`config.mk`:
```
export PLATFORM = sky130hd
export DESIGN_NAME = mips_mc_control_flat
export DESIGN_NICKNAME = d
export VERILOG_FILES = /design/src/rtl/mips_pkg.sv /design/src/rtl/mips_mc_control_if.sv /design/src/rtl/mips_alu_decoder.sv /design/src/rtl/mips_mc_control.sv /design/src/flat_wrapper.sv
export SDC_FILE = /design/constraint.sdc
export NUM_CORES = 1
export LEC_CHECK = 0
export ABC_AREA = 1
export CELL_PAD_IN_SITES_DETAIL_PLACEMENT = 1
export CELL_PAD_IN_SITES_GLOBAL_PLACEMENT = 2
export CORE_UTILIZATION = 24
export CTS_CLUSTER_DIAMETER = 200
export CTS_CLUSTER_SIZE = 14
export DETAILED_ROUTE_END_ITERATION = 12
export PLACE_DENSITY = 0.92
export SLEW_MARGIN = 20
export SYNTH_ARGS = -nofsm -noshare
export SYNTH_HDL_FRONTEND = slang
export SYNTH_SLANG_ARGS = --single-unit
```
`constraint.sdc`:
```
create_clock -name clk -period 2.75 [get_ports clk]
set_clock_uncertainty 0.05 [all_clocks]
set_input_delay 0.275 -clock clk [delete_from_list [all_inputs] [get_ports clk]]
set_output_delay 0.275 -clock clk [all_outputs]
set_load 0.02 [all_outputs]
```
`src/rtl/mips_pkg.sv`:
```
// Shared MIPS encodings: opcodes, functs, ALU op codes, control states and the
// per-state control word of the multicycle controller.
package mips_pkg;

   localparam logic [5:0] OP_RTYPE = 6'b000000;
   localparam logic [5:0] OP_LW    = 6'b100011;
   localparam logic [5:0] OP_SW    = 6'b101011;
   localparam logic [5:0] OP_BEQ   = 6'b000100;
   localparam logic [5:0] OP_J     = 6'b000010;
   localparam logic [5:0] OP_ADDI  = 6'b001000;

   localparam logic [5:0] F_ADD = 6'b100000;
   localparam logic [5:0] F_SUB = 6'b100010;
   localparam logic [5:0] F_AND = 6'b100100;
   localparam logic [5:0] F_OR  = 6'b100101;
   localparam logic [5:0] F_SLT = 6'b101010;

   localparam logic [2:0] ALU_AND = 3'b000;
   localparam logic [2:0] ALU_OR  = 3'b001;
   localparam logic [2:0] ALU_ADD = 3'b010;
   localparam logic [2:0] ALU_SUB = 3'b110;
   localparam logic [2:0] ALU_SLT = 3'b111;

   localparam logic [1:0] SRCB_B      = 2'b00;
   localparam logic [1:0] SRCB_4      = 2'b01;
   localparam logic [1:0] SRCB_IMM    = 2'b10;
   localparam logic [1:0] SRCB_IMM_SH = 2'b11;

   localparam logic [1:0] PCSRC_ALU    = 2'b00;
   localparam logic [1:0] PCSRC_ALUOUT = 2'b01;
   localparam logic [1:0] PCSRC_JUMP   = 2'b10;

   typedef enum logic [3:0] {
      S_FETCH  = 4'd0,  S_DECODE = 4'd1,  S_MEMADR = 4'd2,  S_MEMRD  = 4'd3,
      S_MEMWB  = 4'd4,  S_MEMWR  = 4'd5,  S_EXEC   = 4'd6,  S_ALUWB  = 4'd7,
      S_BRANCH = 4'd8,  S_JUMP   = 4'd9,  S_ADDIEX = 4'd10, S_ADDIWB = 4'd11
   } state_t;

   typedef struct packed {
      logic       pc_write;
      logic       branch;
      logic       iord;
      logic       mem_read;
      logic       mem_write;
      logic       ir_write;
      logic       mem_to_reg;
      logic       reg_dst;
      logic       reg_write;
      logic       alu_src_a;
      logic [1:0] alu_src_b;
      logic [1:0] pc_source;
      logic [2:0] alu_op;
      logic       instr_done;
   } ctrl_t;

   function automatic ctrl_t state_ctrl(input state_t s, input logic [2:0] exec_op);
      ctrl_t c;
      c = '0;
      case (s)
         S_FETCH: begin
            c.mem_read = 1'b1; c.ir_write = 1'b1; c.alu_src_b = SRCB_4;
            c.alu_op = ALU_ADD; c.pc_write = 1'b1; c.pc_source = PCSRC_ALU;
         end
         S_DECODE: begin c.alu_src_b = SRCB_IMM_SH; c.alu_op = ALU_ADD; end
         S_MEMADR, S_ADDIEX: begin
            c.alu_src_a = 1'b1; c.alu_src_b = SRCB_IMM; c.alu_op = ALU_ADD;
         end
         S_MEMRD: begin c.mem_read = 1'b1; c.iord = 1'b1; end
         S_MEMWB: begin c.reg_write = 1'b1; c.mem_to_reg = 1'b1; c.instr_done = 1'b1; end
         S_MEMWR: begin c.mem_write = 1'b1; c.iord = 1'b1; c.instr_done = 1'b1; end
         S_EXEC:  begin c.alu_src_a = 1'b1; c.alu_src_b = SRCB_B; c.alu_op = exec_op; end
         S_ALUWB: begin c.reg_write = 1'b1; c.reg_dst = 1'b1; c.instr_done = 1'b1; end
         S_BRANCH: begin
            c.alu_src_a = 1'b1; c.alu_src_b = SRCB_B; c.alu_op = ALU_SUB;
            c.pc_source = PCSRC_ALUOUT; c.branch = 1'b1; c.instr_done = 1'b1;
         end
         S_JUMP:   begin c.pc_write = 1'b1; c.pc_source = PCSRC_JUMP; c.instr_done = 1'b1; end
         S_ADDIWB: begin c.reg_write = 1'b1; c.instr_done = 1'b1; end
         default: ;
      endcase
      return c;
   endfunction

endpackage

```
`src/rtl/mips_mc_control_if.sv`:
```
// Control-unit bundle: IR fields and zero flag in, datapath strobes/selects out.
interface mips_mc_control_if #(parameter int STATE_W = 4);
   logic [5:0]         opcode;
   logic [5:0]         funct;
   logic               zero;
   logic               pc_en;
   logic               iord;
   logic               mem_read;
   logic               mem_write;
   logic               ir_write;
   logic               mem_to_reg;
   logic               reg_dst;
   logic               reg_write;
   logic               alu_src_a;
   logic [1:0]         alu_src_b;
   logic [1:0]         pc_source;
   logic [2:0]         alu_op;
   logic               instr_done;
   logic               illegal_op;
   logic [STATE_W-1:0] state;

   modport master (
      input  opcode, funct, zero,
      output pc_en, iord, mem_read, mem_write, ir_write, mem_to_reg, reg_dst,
             reg_write, alu_src_a, alu_src_b, pc_source, alu_op, instr_done,
             illegal_op, state
   );

   modport slave (
      output opcode, funct, zero,
      input  pc_en, iord, mem_read, mem_write, ir_write, mem_to_reg, reg_dst,
             reg_write, alu_src_a, alu_src_b, pc_source, alu_op, instr_done,
             illegal_op, state
   );
endinterface

```
`src/rtl/mips_alu_decoder.sv`:
```
// R-type funct to ALU op code, plus a flag for functs the ALU supports.
import mips_pkg::*;

module mips_alu_decoder (
   input  logic [5:0] funct,
   output logic [2:0] alu_op,
   output logic       funct_valid
);
   always_comb begin
      alu_op      = ALU_ADD;
      funct_valid = 1'b1;
      case (funct)
         F_ADD:   alu_op = ALU_ADD;
         F_SUB:   alu_op = ALU_SUB;
         F_AND:   alu_op = ALU_AND;
         F_OR:    alu_op = ALU_OR;
         F_SLT:   alu_op = ALU_SLT;
         default: funct_valid = 1'b0;
      endcase
   end
endmodule

```
`src/rtl/mips_mc_control.sv`:
```
// Multicycle MIPS main control FSM; the control word is registered from the
// next state, and reset gates every output to zero.
import mips_pkg::*;

module mips_mc_control #(
   parameter int STATE_W     = 4,
   parameter bit ENABLE_ADDI = 1'b1
) (
   input  logic              clk,
   input  logic              reset,
   mips_mc_control_if.master bus
);
   state_t     st, nxt;
   ctrl_t      ctl_q, ctl;
   logic [2:0] dec_op;
   logic       funct_valid;
   logic       legal;

   mips_alu_decoder u_dec (
      .funct       (bus.funct),
      .alu_op      (dec_op),
      .funct_valid (funct_valid)
   );

   always_comb begin
      nxt   = S_FETCH;
      legal = 1'b1;
      case (st)
         S_FETCH:  nxt = S_DECODE;
         S_DECODE: begin
            case (bus.opcode)
               OP_LW, OP_SW: nxt = S_MEMADR;
               OP_RTYPE: if (funct_valid) nxt = S_EXEC; else legal = 1'b0;
               OP_BEQ:   nxt = S_BRANCH;
               OP_J:     nxt = S_JUMP;
               OP_ADDI:  if (ENABLE_ADDI) nxt = S_ADDIEX; else legal = 1'b0;
               default:  legal = 1'b0;
            endcase
         end
         S_MEMADR: nxt = (bus.opcode == OP_LW) ? S_MEMRD : S_MEMWR;
         S_MEMRD:  nxt = S_MEMWB;
         S_EXEC:   nxt = S_ALUWB;
         S_ADDIEX: nxt = S_ADDIWB;
         default:  nxt = S_FETCH;
      endcase
   end

   // funct is stable in DECODE, so the EXEC alu_op can be captured on entry.
   always_ff @(posedge clk) begin
      if (reset) begin
         st    <= S_FETCH;
         ctl_q <= state_ctrl(S_FETCH, ALU_ADD);
      end else begin
         st    <= nxt;
         ctl_q <= state_ctrl(nxt, dec_op);
      end
   end

   assign ctl = reset ? '0 : ctl_q;

   assign bus.pc_en      = ctl.pc_write | (ctl.branch & bus.zero);
   assign bus.iord       = ctl.iord;
   assign bus.mem_read   = ctl.mem_read;
   assign bus.mem_write  = ctl.mem_write;
   assign bus.ir_write   = ctl.ir_write;
   assign bus.mem_to_reg = ctl.mem_to_reg;
   assign bus.reg_dst    = ctl.reg_dst;
   assign bus.reg_write  = ctl.reg_write;
   assign bus.alu_src_a  = ctl.alu_src_a;
   assign bus.alu_src_b  = ctl.alu_src_b;
   assign bus.pc_source  = ctl.pc_source;
   assign bus.alu_op     = ctl.alu_op;
   assign bus.instr_done = ctl.instr_done;
   // Opcode only becomes valid in DECODE, so this pulse cannot be registered.
   assign bus.illegal_op = ~reset & (st == S_DECODE) & ~legal;
   assign bus.state      = reset ? '0 : STATE_W'(st);
endmodule

```
`src/flat_wrapper.sv`:
```
// flat-port wrapper written by rule: the top's interface ports become plain ports
module mips_mc_control_flat 
#(
   parameter int STATE_W     = 4,
   parameter bit ENABLE_ADDI = 1'b1
)
  (clk, reset, bus_opcode, bus_funct, bus_zero, bus_pc_en, bus_iord, bus_mem_read, bus_mem_write, bus_ir_write, bus_mem_to_reg, bus_reg_dst, bus_reg_write, bus_alu_src_a, bus_alu_src_b, bus_pc_source, bus_alu_op, bus_instr_done, bus_illegal_op, bus_state);
  mips_mc_control_if #(.STATE_W(STATE_W)) bus_i ();
  input  logic clk;
  input  logic reset;
  input wire logic [$bits(bus_i.opcode)-1:0] bus_opcode;
  input wire logic [$bits(bus_i.funct)-1:0] bus_funct;
  input wire logic [$bits(bus_i.zero)-1:0] bus_zero;
  output wire logic [$bits(bus_i.pc_en)-1:0] bus_pc_en;
  output wire logic [$bits(bus_i.iord)-1:0] bus_iord;
  output wire logic [$bits(bus_i.mem_read)-1:0] bus_mem_read;
  output wire logic [$bits(bus_i.mem_write)-1:0] bus_mem_write;
  output wire logic [$bits(bus_i.ir_write)-1:0] bus_ir_write;
  output wire logic [$bits(bus_i.mem_to_reg)-1:0] bus_mem_to_reg;
  output wire logic [$bits(bus_i.reg_dst)-1:0] bus_reg_dst;
  output wire logic [$bits(bus_i.reg_write)-1:0] bus_reg_write;
  output wire logic [$bits(bus_i.alu_src_a)-1:0] bus_alu_src_a;
  output wire logic [$bits(bus_i.alu_src_b)-1:0] bus_alu_src_b;
  output wire logic [$bits(bus_i.pc_source)-1:0] bus_pc_source;
  output wire logic [$bits(bus_i.alu_op)-1:0] bus_alu_op;
  output wire logic [$bits(bus_i.instr_done)-1:0] bus_instr_done;
  output wire logic [$bits(bus_i.illegal_op)-1:0] bus_illegal_op;
  output wire logic [$bits(bus_i.state)-1:0] bus_state;
  assign bus_i.opcode = bus_opcode;
  assign bus_i.funct = bus_funct;
  assign bus_i.zero = bus_zero;
  assign bus_pc_en = bus_i.pc_en;
  assign bus_iord = bus_i.iord;
  assign bus_mem_read = bus_i.mem_read;
  assign bus_mem_write = bus_i.mem_write;
  assign bus_ir_write = bus_i.ir_write;
  assign bus_mem_to_reg = bus_i.mem_to_reg;
  assign bus_reg_dst = bus_i.reg_dst;
  assign bus_reg_write = bus_i.reg_write;
  assign bus_alu_src_a = bus_i.alu_src_a;
  assign bus_alu_src_b = bus_i.alu_src_b;
  assign bus_pc_source = bus_i.pc_source;
  assign bus_alu_op = bus_i.alu_op;
  assign bus_instr_done = bus_i.instr_done;
  assign bus_illegal_op = bus_i.illegal_op;
  assign bus_state = bus_i.state;
  mips_mc_control #(.STATE_W(STATE_W), .ENABLE_ADDI(ENABLE_ADDI)) u_core (.clk(clk), .reset(reset), .bus(bus_i));
endmodule
```
==> results.md, run 1 <==
- Synth warn: 0
- Via count: 1148
- Clock Tree Buf Depth: 2
- Fin cells: 269
- RSZ-0062 raised after global routing: false
- Global-route wire length before repair: 4.93 mm
- Grt ovf: 0
- Routed WL: 2.77 mm
- Syn-to-layout area delta: 41.5%
- TritonCTS clock tree: done
- Floorplan row count: 24
- Flop and latch count out of synthesis: 21
- Worst setup margin: 362 ps
- MaxCap Viol Count: 0
- Synth Net Count: 194
- Drt pass-1 iters: 8
- DRC Markers: 4
- Final HPWL DP: 2.27 mm
- Largest net degree at the start of global routing: 34
- Post-CTS Setup Inserts: 0
- Tot GR Track Use: 0.122
- Lkg Pwr: 0.764 nW
- Final hold vios: 0
- Hold WC Path Type: flop to flop
- Crit-path max FO: 4
- Reg clk slew, reported paths: 80 ps
- CP peak stage delay: 650 ps
- Met3 routed WL: 66 microns
- Dpl ws: 366 ps
- CTS resizes: 0
- Slowest library cell on the worst path: clkdlybuf4s50_1
- Htree depth: 1
- Setup tns final: 0 ps
- Wire per inst: 10.3 microns
- Final Core Density: 0.361
- Arr. time, crit path: 2060 ps
- Num CTS Buffers: 3
- Mapped Avg Cell Area: 6.33 sq um
- Core area: 4440 sq um
- CP top delay family: buffers and inverters
- # fillers: 598
- Peak Freq: 0.419 GHz
- Share of cells above drive strength 1: 0.111
- Via density: 4.27
- Slew Viols, Final: 0
- Failing checks: design-rule violations
- Port bufs: 36
- Dpl cells: 265
- Initial antenna violation count: 0
- Cell Chain, Critical Path: clkdlybuf4s50_1 > nor2_4 > inv_2 > nand3_1 > nand2_1 > nor4_1 > clkdlybuf4s50_1
- Register area: 420 sq um
- Die footprint: 5000 sq um
- Fin crit share: 0.868
- Diode count: 0
- Top layer in use: met4
- CP bufs+invs: 3
- Die height: 70.7 microns
- Slew @ Worst Pin: 325 ps
- Setup crit start kind: input pin
- Data required, critical path: 2420 ps
- Clock Sinks: 21
- Post-CTS Hold Buffers: 0
- Pwr Total: 0.000622 W
- Die X: 70.7 microns
- Vias in the first global route: 1130
- Post-synthesis instance total: 179
- Drt initial violations: 32
- Met2 routed WL: 1.32 mm
- Layout Nets: 233
- Slew margin rel.: 0.784
- Tmin final: 2390 ps
- Worst skew pair latency: 250 ps
- Final antenna-violating net count: 0
- Status: complete, but fails checks
- Peak supply drop: 0.206 mV
- Netlist Area Pre-Place: 1130 sq um
- Starting Density: 0.255
- Crit end category: output port
- Most used cell, CP: clkdlybuf4s50_1
- Area of the multi-input gates: 527 sq um
- # IOs: 37
- Critical path class: input pin to output port
- Pwr per Cell Area: 388 nW/um^2
- Gpl congestion: 0.839
- Distinct cells, synth: 22
- Sequential area share after synthesis: 0.371
- Final Setup Violations: 0
- Root Driver: clkbuf_8
- Post-Route M1 WL: 1.35 mm
Yosys cell counts:
cell,n,share of area
nand3_1,7,0.031
nor3_1,2,0.0088
o21ai_2,1,0.0077
o21ai_0,1,0.0044
nor3_4,1,0.014
nand4_1,6,0.033
nor2_1,39,0.13
buf_2,1,0.0044
inv_1,41,0.14
nor4_1,2,0.011
clkbuf_1,3,0.0099
nor2_4,1,0.0099
o22ai_1,1,0.0055
nand3_2,2,0.018
nand2_1,23,0.076
nand2_2,5,0.028
o21ai_1,3,0.013
o211ai_1,2,0.013
dfxtp_1,21,0.37
nor2_2,4,0.022
inv_2,4,0.013
a21oi_1,9,0.040
area by class of cell:
type,count,share of cell area
Clock inverter,1,0.00312
Timing Repair Buffer,38,0.234
Multi-Input combinational cell,109,0.329
Sequential cell,21,0.262
Tap cell,52,0.0406
Clock buffer,3,0.0258
Inverter,45,0.105
tightest hold or removal path: cells and delay by family, from the launching register on:
| family | cells | cell delay [ps] |
|---|---|---|
| simple gates | 2 | 170 |
| flops | 1 | 320 |
metal layers:
layer,global-route usage,up-vias
met1,0.160,507
met3,0.0128,2
met5,0,-
met2,0.208,22
li1,-,617
met4,0.0400,0
logic make-up after synthesis:
| group | count (synthesis) | share of synthesized area |
|---|---|---|
| and+or+nand+nor | 92 | 0.381 |
| AOI/OAI and AO/OA | 17 | 0.0840 |
| DFF | 21 | 0.371 |
| buffers and inverters | 49 | 0.164 |
through the flow:
| stage | cell area [sq um] | hold slack [ps] |
|---|---|---|
| final | 1600 | 471 |
| after global routing | 1600 | 538 |
| after CTS | 1600 | 472 |
| after detailed placement | 1560 | 460 |
| after global placement | 1560 | 461 |
| after floorplan | 1130 | 412 |
cell usage in the layout (no fill, tap or decap), types with 3 or more instances in the layout:
cell type,count
dfxtp_1,21
nand4_1,6
clkdlybuf4s50_1,36
inv_1,41
inv_2,4
nor2_1,39
nand2_2,5
clkbuf_8,3
a21oi_1,9
o21ai_1,3
nand3_1,7
nor2_2,4
nand2_1,23
worst paths after layout:
kind | from | end | slack (ps) | cells past startpoint
max | bus_opcode[2] | bus_illegal_op | 360 | 7
min | u_core.st[2]$_SDFF_PP0_ | u_core.ctl_q[10]$_SDFF_PP0_ | 470 | 2
max reg2reg | u_core.st[3]$_SDFF_PP0_ | u_core.ctl_q[14]$_SDFF_PP1_ | 1100 | 11
min reg2reg | u_core.st[2]$_SDFF_PP0_ | u_core.ctl_q[10]$_SDFF_PP0_ | 470 | 2
power breakdown:
| part | internal [W] | leakage (nW) | switching (W) | total (W) |
|---|---|---|---|---|
| Clock | 0.000101 | 0.0255 | 0.0000994 | 0.000200 |
| Combinational | 0.0000489 | 0.568 | 0.0000585 | 0.000107 |
| Sequential | 0.000311 | 0.171 | 0.00000299 | 0.000314 |
sequential cells by signal, summed over array words and instances (netlist names):
name	count
u_core.ctl_q	17
u_core.st	4
(Power assumes the default switching activity.)
==> inputs of run 2 (changes only) <==
--- a/config.mk
+++ b/config.mk
@@ -6,6 +6,7 @@
 export NUM_CORES = 1
 export LEC_CHECK = 0
 export ABC_AREA = 1
+export ABC_CLOCK_PERIOD_IN_PS = 2750
 export CELL_PAD_IN_SITES_DETAIL_PLACEMENT = 1
 export CELL_PAD_IN_SITES_GLOBAL_PLACEMENT = 2
 export CORE_UTILIZATION = 24
==> results of run 2 <==
The final DEF is identical to that of run 1; final timing and power are the same.
==> inputs of run 3 (changes only) <==
--- a/config.mk
+++ b/config.mk
@@ -14,6 +14,7 @@
 export CTS_CLUSTER_SIZE = 14
 export DETAILED_ROUTE_END_ITERATION = 12
 export PLACE_DENSITY = 0.92
+export REMOVE_ABC_BUFFERS = 1
 export SLEW_MARGIN = 20
 export SYNTH_ARGS = -nofsm -noshare
 export SYNTH_HDL_FRONTEND = slang
==> run 3 against run 2 <==
The flow still finishes with violations (design-rule violations). Non-clock buffer count rose by 1. Cell count grew 0.37%. Sequential power about the same. Die area unchanged. Critical path type unchanged.
==> results.md, run 3 (synthesis gave the netlist of run 1 again) <==
- Drt initial violations: 31 (-3.1%)
- Crit-path max FO: 4 (unchanged)
- CP top delay family: buffers and inverters
- Logic pwr share: 0.174 (about the same)
- Clock Tree Buf Depth: 2 (unchanged)
- Syn-to-layout area delta: 42.2%
- Failing checks: design-rule violations
- Layout Cell Area excl Fill: 1610 sq um (+0.47%)
- Core area: 4440 sq um (unchanged)
- Die height: 70.7 microns (unchanged)
- Reg clk slew, reported paths: 80 ps (about the same)
- Tot GR Track Use: 0.115 (-0.00614)
- Lkg Pwr: 0.769 nW (+0.63%)
- Arr. time, crit path: 2100 ps (+40 ps)
- MaxCap Viol Count: 0 (unchanged)
- DRC Markers: 4 (unchanged)
- Root Driver: clkbuf_8
- Wire per inst: 9.80 microns (-4.9%)
- Pint: 0.000462 W (+0.22%)
- Pwr per Cell Area: 385 nW/um^2 (-0.87%)
- Die X: 70.7 microns (unchanged)
- Post-Place Cell Area: 1560 sq um (+0.48%)
- Layout Nets: 234 (+0.43%)
- Fin cells: 270 (+0.37%)
- Data required, critical path: 2420 ps (about the same)
- Starting Density: 0.255 (unchanged)
- RSZ-0062 raised after global routing: false
- Slew @ Worst Pin: 345 ps (+20.3 ps)
- Post-CTS Hold Buffers: 0 (unchanged)
- Htree depth: 1 (unchanged)
- Routed WL: 2.65 mm (-4.6%)
- Setup crit start kind: input pin
- Hold WC Path Type: flop to flop
- Crit end category: output port
- Critical path class: input pin to output port
- Share of cells above drive strength 1: 0.115 (+0.00408)
- Final HPWL DP: 2.16 mm (-5.1%)
- Clock Power Share: 0.319 (-0.003)
- P_sw: 0.000157 W (-2.2%)
- Post-CTS Setup Inserts: 0 (unchanged)
- Worst skew pair latency: 250 ps (about the same)
- Final hold vios: 0 (unchanged)
- Biggest regs: u_core.ctl_q: 17 flops, u_core.st: 4 flops
- Largest net degree at the start of global routing: 34 (unchanged)
- Global-route wire length before repair: 4.67 mm (-5.3%)
- Port bufs: 36 (unchanged)
- Initial antenna violation count: 0 (unchanged)
- Reg power frac: 0.507 (about the same)
- CP peak stage delay: 660 ps (about the same)
- Most used cell, CP: clkdlybuf4s50_1
- Num CTS Buffers: 3 (unchanged)
- Clock Sinks: 21 (unchanged)
- Fin crit share: 0.881 (+0.0123)
- TritonCTS clock tree: done
- Gpl congestion: 0.807 (-3.8%)
- Slew margin rel.: 0.770 (-0.0135)
- CTS resizes: 0 (unchanged)
- Final Core Density: 0.362 (+0.00169)
- Peak supply drop: 0.194 mV (-5.9%)
- Switch share: 0.254 (-0.00465)
- Slowest library cell on the worst path: clkdlybuf4s50_1
- Grt ovf: 0 (unchanged)
- Via density: 4.27 (+0.15%)
- Setup tns final: 0 ps (unchanged)
- Final Setup Violations: 0 (unchanged)
- WHS: 479 ps (+7.85 ps)
- Slew Viols, Final: 0 (unchanged)
- Most frequent cells in the layout: inv_1, nor2_1, clkdlybuf4s50_1
- Cell Chain, Critical Path: clkdlybuf4s50_1 > nor2_4 > inv_2 > nand3_1 > nand2_1 > nor4_1 > clkdlybuf4s50_1
- Diode count: 0 (unchanged)
- Peak Freq: 0.413 GHz (-1.4%)
- Dpl cells: 266 (+0.38%)
- Most common cell after layout, fill and taps aside: inv_1
- Reg with most FFs: u_core.ctl_q
- Drt pass-1 iters: 8 (unchanged)
- Vias in the first global route: 1109 (-1.9%)
- # IOs: 37 (unchanged)
- Status: complete, but fails checks
- Max reg flops: 17 (unchanged)
- Final antenna-violating net count: 0 (unchanged)
- Floorplan row count: 24 (unchanged)
- Tmin final: 2420 ps (+33.8 ps)
- Die footprint: 5000 sq um (unchanged)
- Via count: 1154 (+0.52%)
- CP bufs+invs: 3 (unchanged)
==> run 3: tightest hold or removal path: cells and delay by family (launching register included) <==
family / cells / cell delay [ps]
DFF: 1 / 310
and+or+nand+nor: 2 / 180
==> run 3: area by class of cell <==
cell class | instances | area, sq um
fillers | 594 | 2830
multi-input cells | 109 | 527
flip-flops and latches | 21 | 420
repair buffers | 39 | 383
inverters | 45 | 169
well taps | 52 | 65.1
clock buffers | 3 | 41.3
clock inverters | 1 | 5.00
==> run 3: power groups by stage <==
stage | clock network, W | registers [W] | logic, W
floorplan | 0 | 0.000321 | 0.0000504
CTS | 0.000202 | 0.000314 | 0.000109
global placement | 0 | 0.000321 | 0.000108
global route | 0.000219 | 0.000315 | 0.000120
finish | 0.000197 | 0.000314 | 0.000108
detailed placement | 0 | 0.000321 | 0.000109
==> run 3: stage by stage <==
step	total power, W	worst slack (ps)
after floorplan	0.000371	902
after global placement	0.000429	300
after detailed placement	0.000430	335
after CTS	0.000626	309
after global routing	0.000654	160
final	0.000619	328
==> run 3: final timing paths <==
path / cells past startpoint / to / slack (ps) / from
setup / recovery: 7 / bus_illegal_op / 330 / bus_opcode[2]
hold reg to reg: 2 / u_core.ctl_q[10]$_SDFF_PP0_ / 480 / u_core.st[2]$_SDFF_PP0_
setup reg to reg: 11 / u_core.ctl_q[17]$_SDFF_PP1_ / 1170 / u_core.st[2]$_SDFF_PP0_
hold / removal: 2 / u_core.ctl_q[10]$_SDFF_PP0_ / 480 / u_core.st[2]$_SDFF_PP0_
==> run 3: per-layer routing <==
layer | vias to the layer above | track usage | part of all wire
li1 | 616 | - | -
met1 | 508 | 0.144 | 0.49
met2 | 28 | 0.199 | 0.46
met3 | 2 | 0.0128 | 0.032
met4 | 0 | 0.0533 | 0.015
met5 | - | 0 | 0
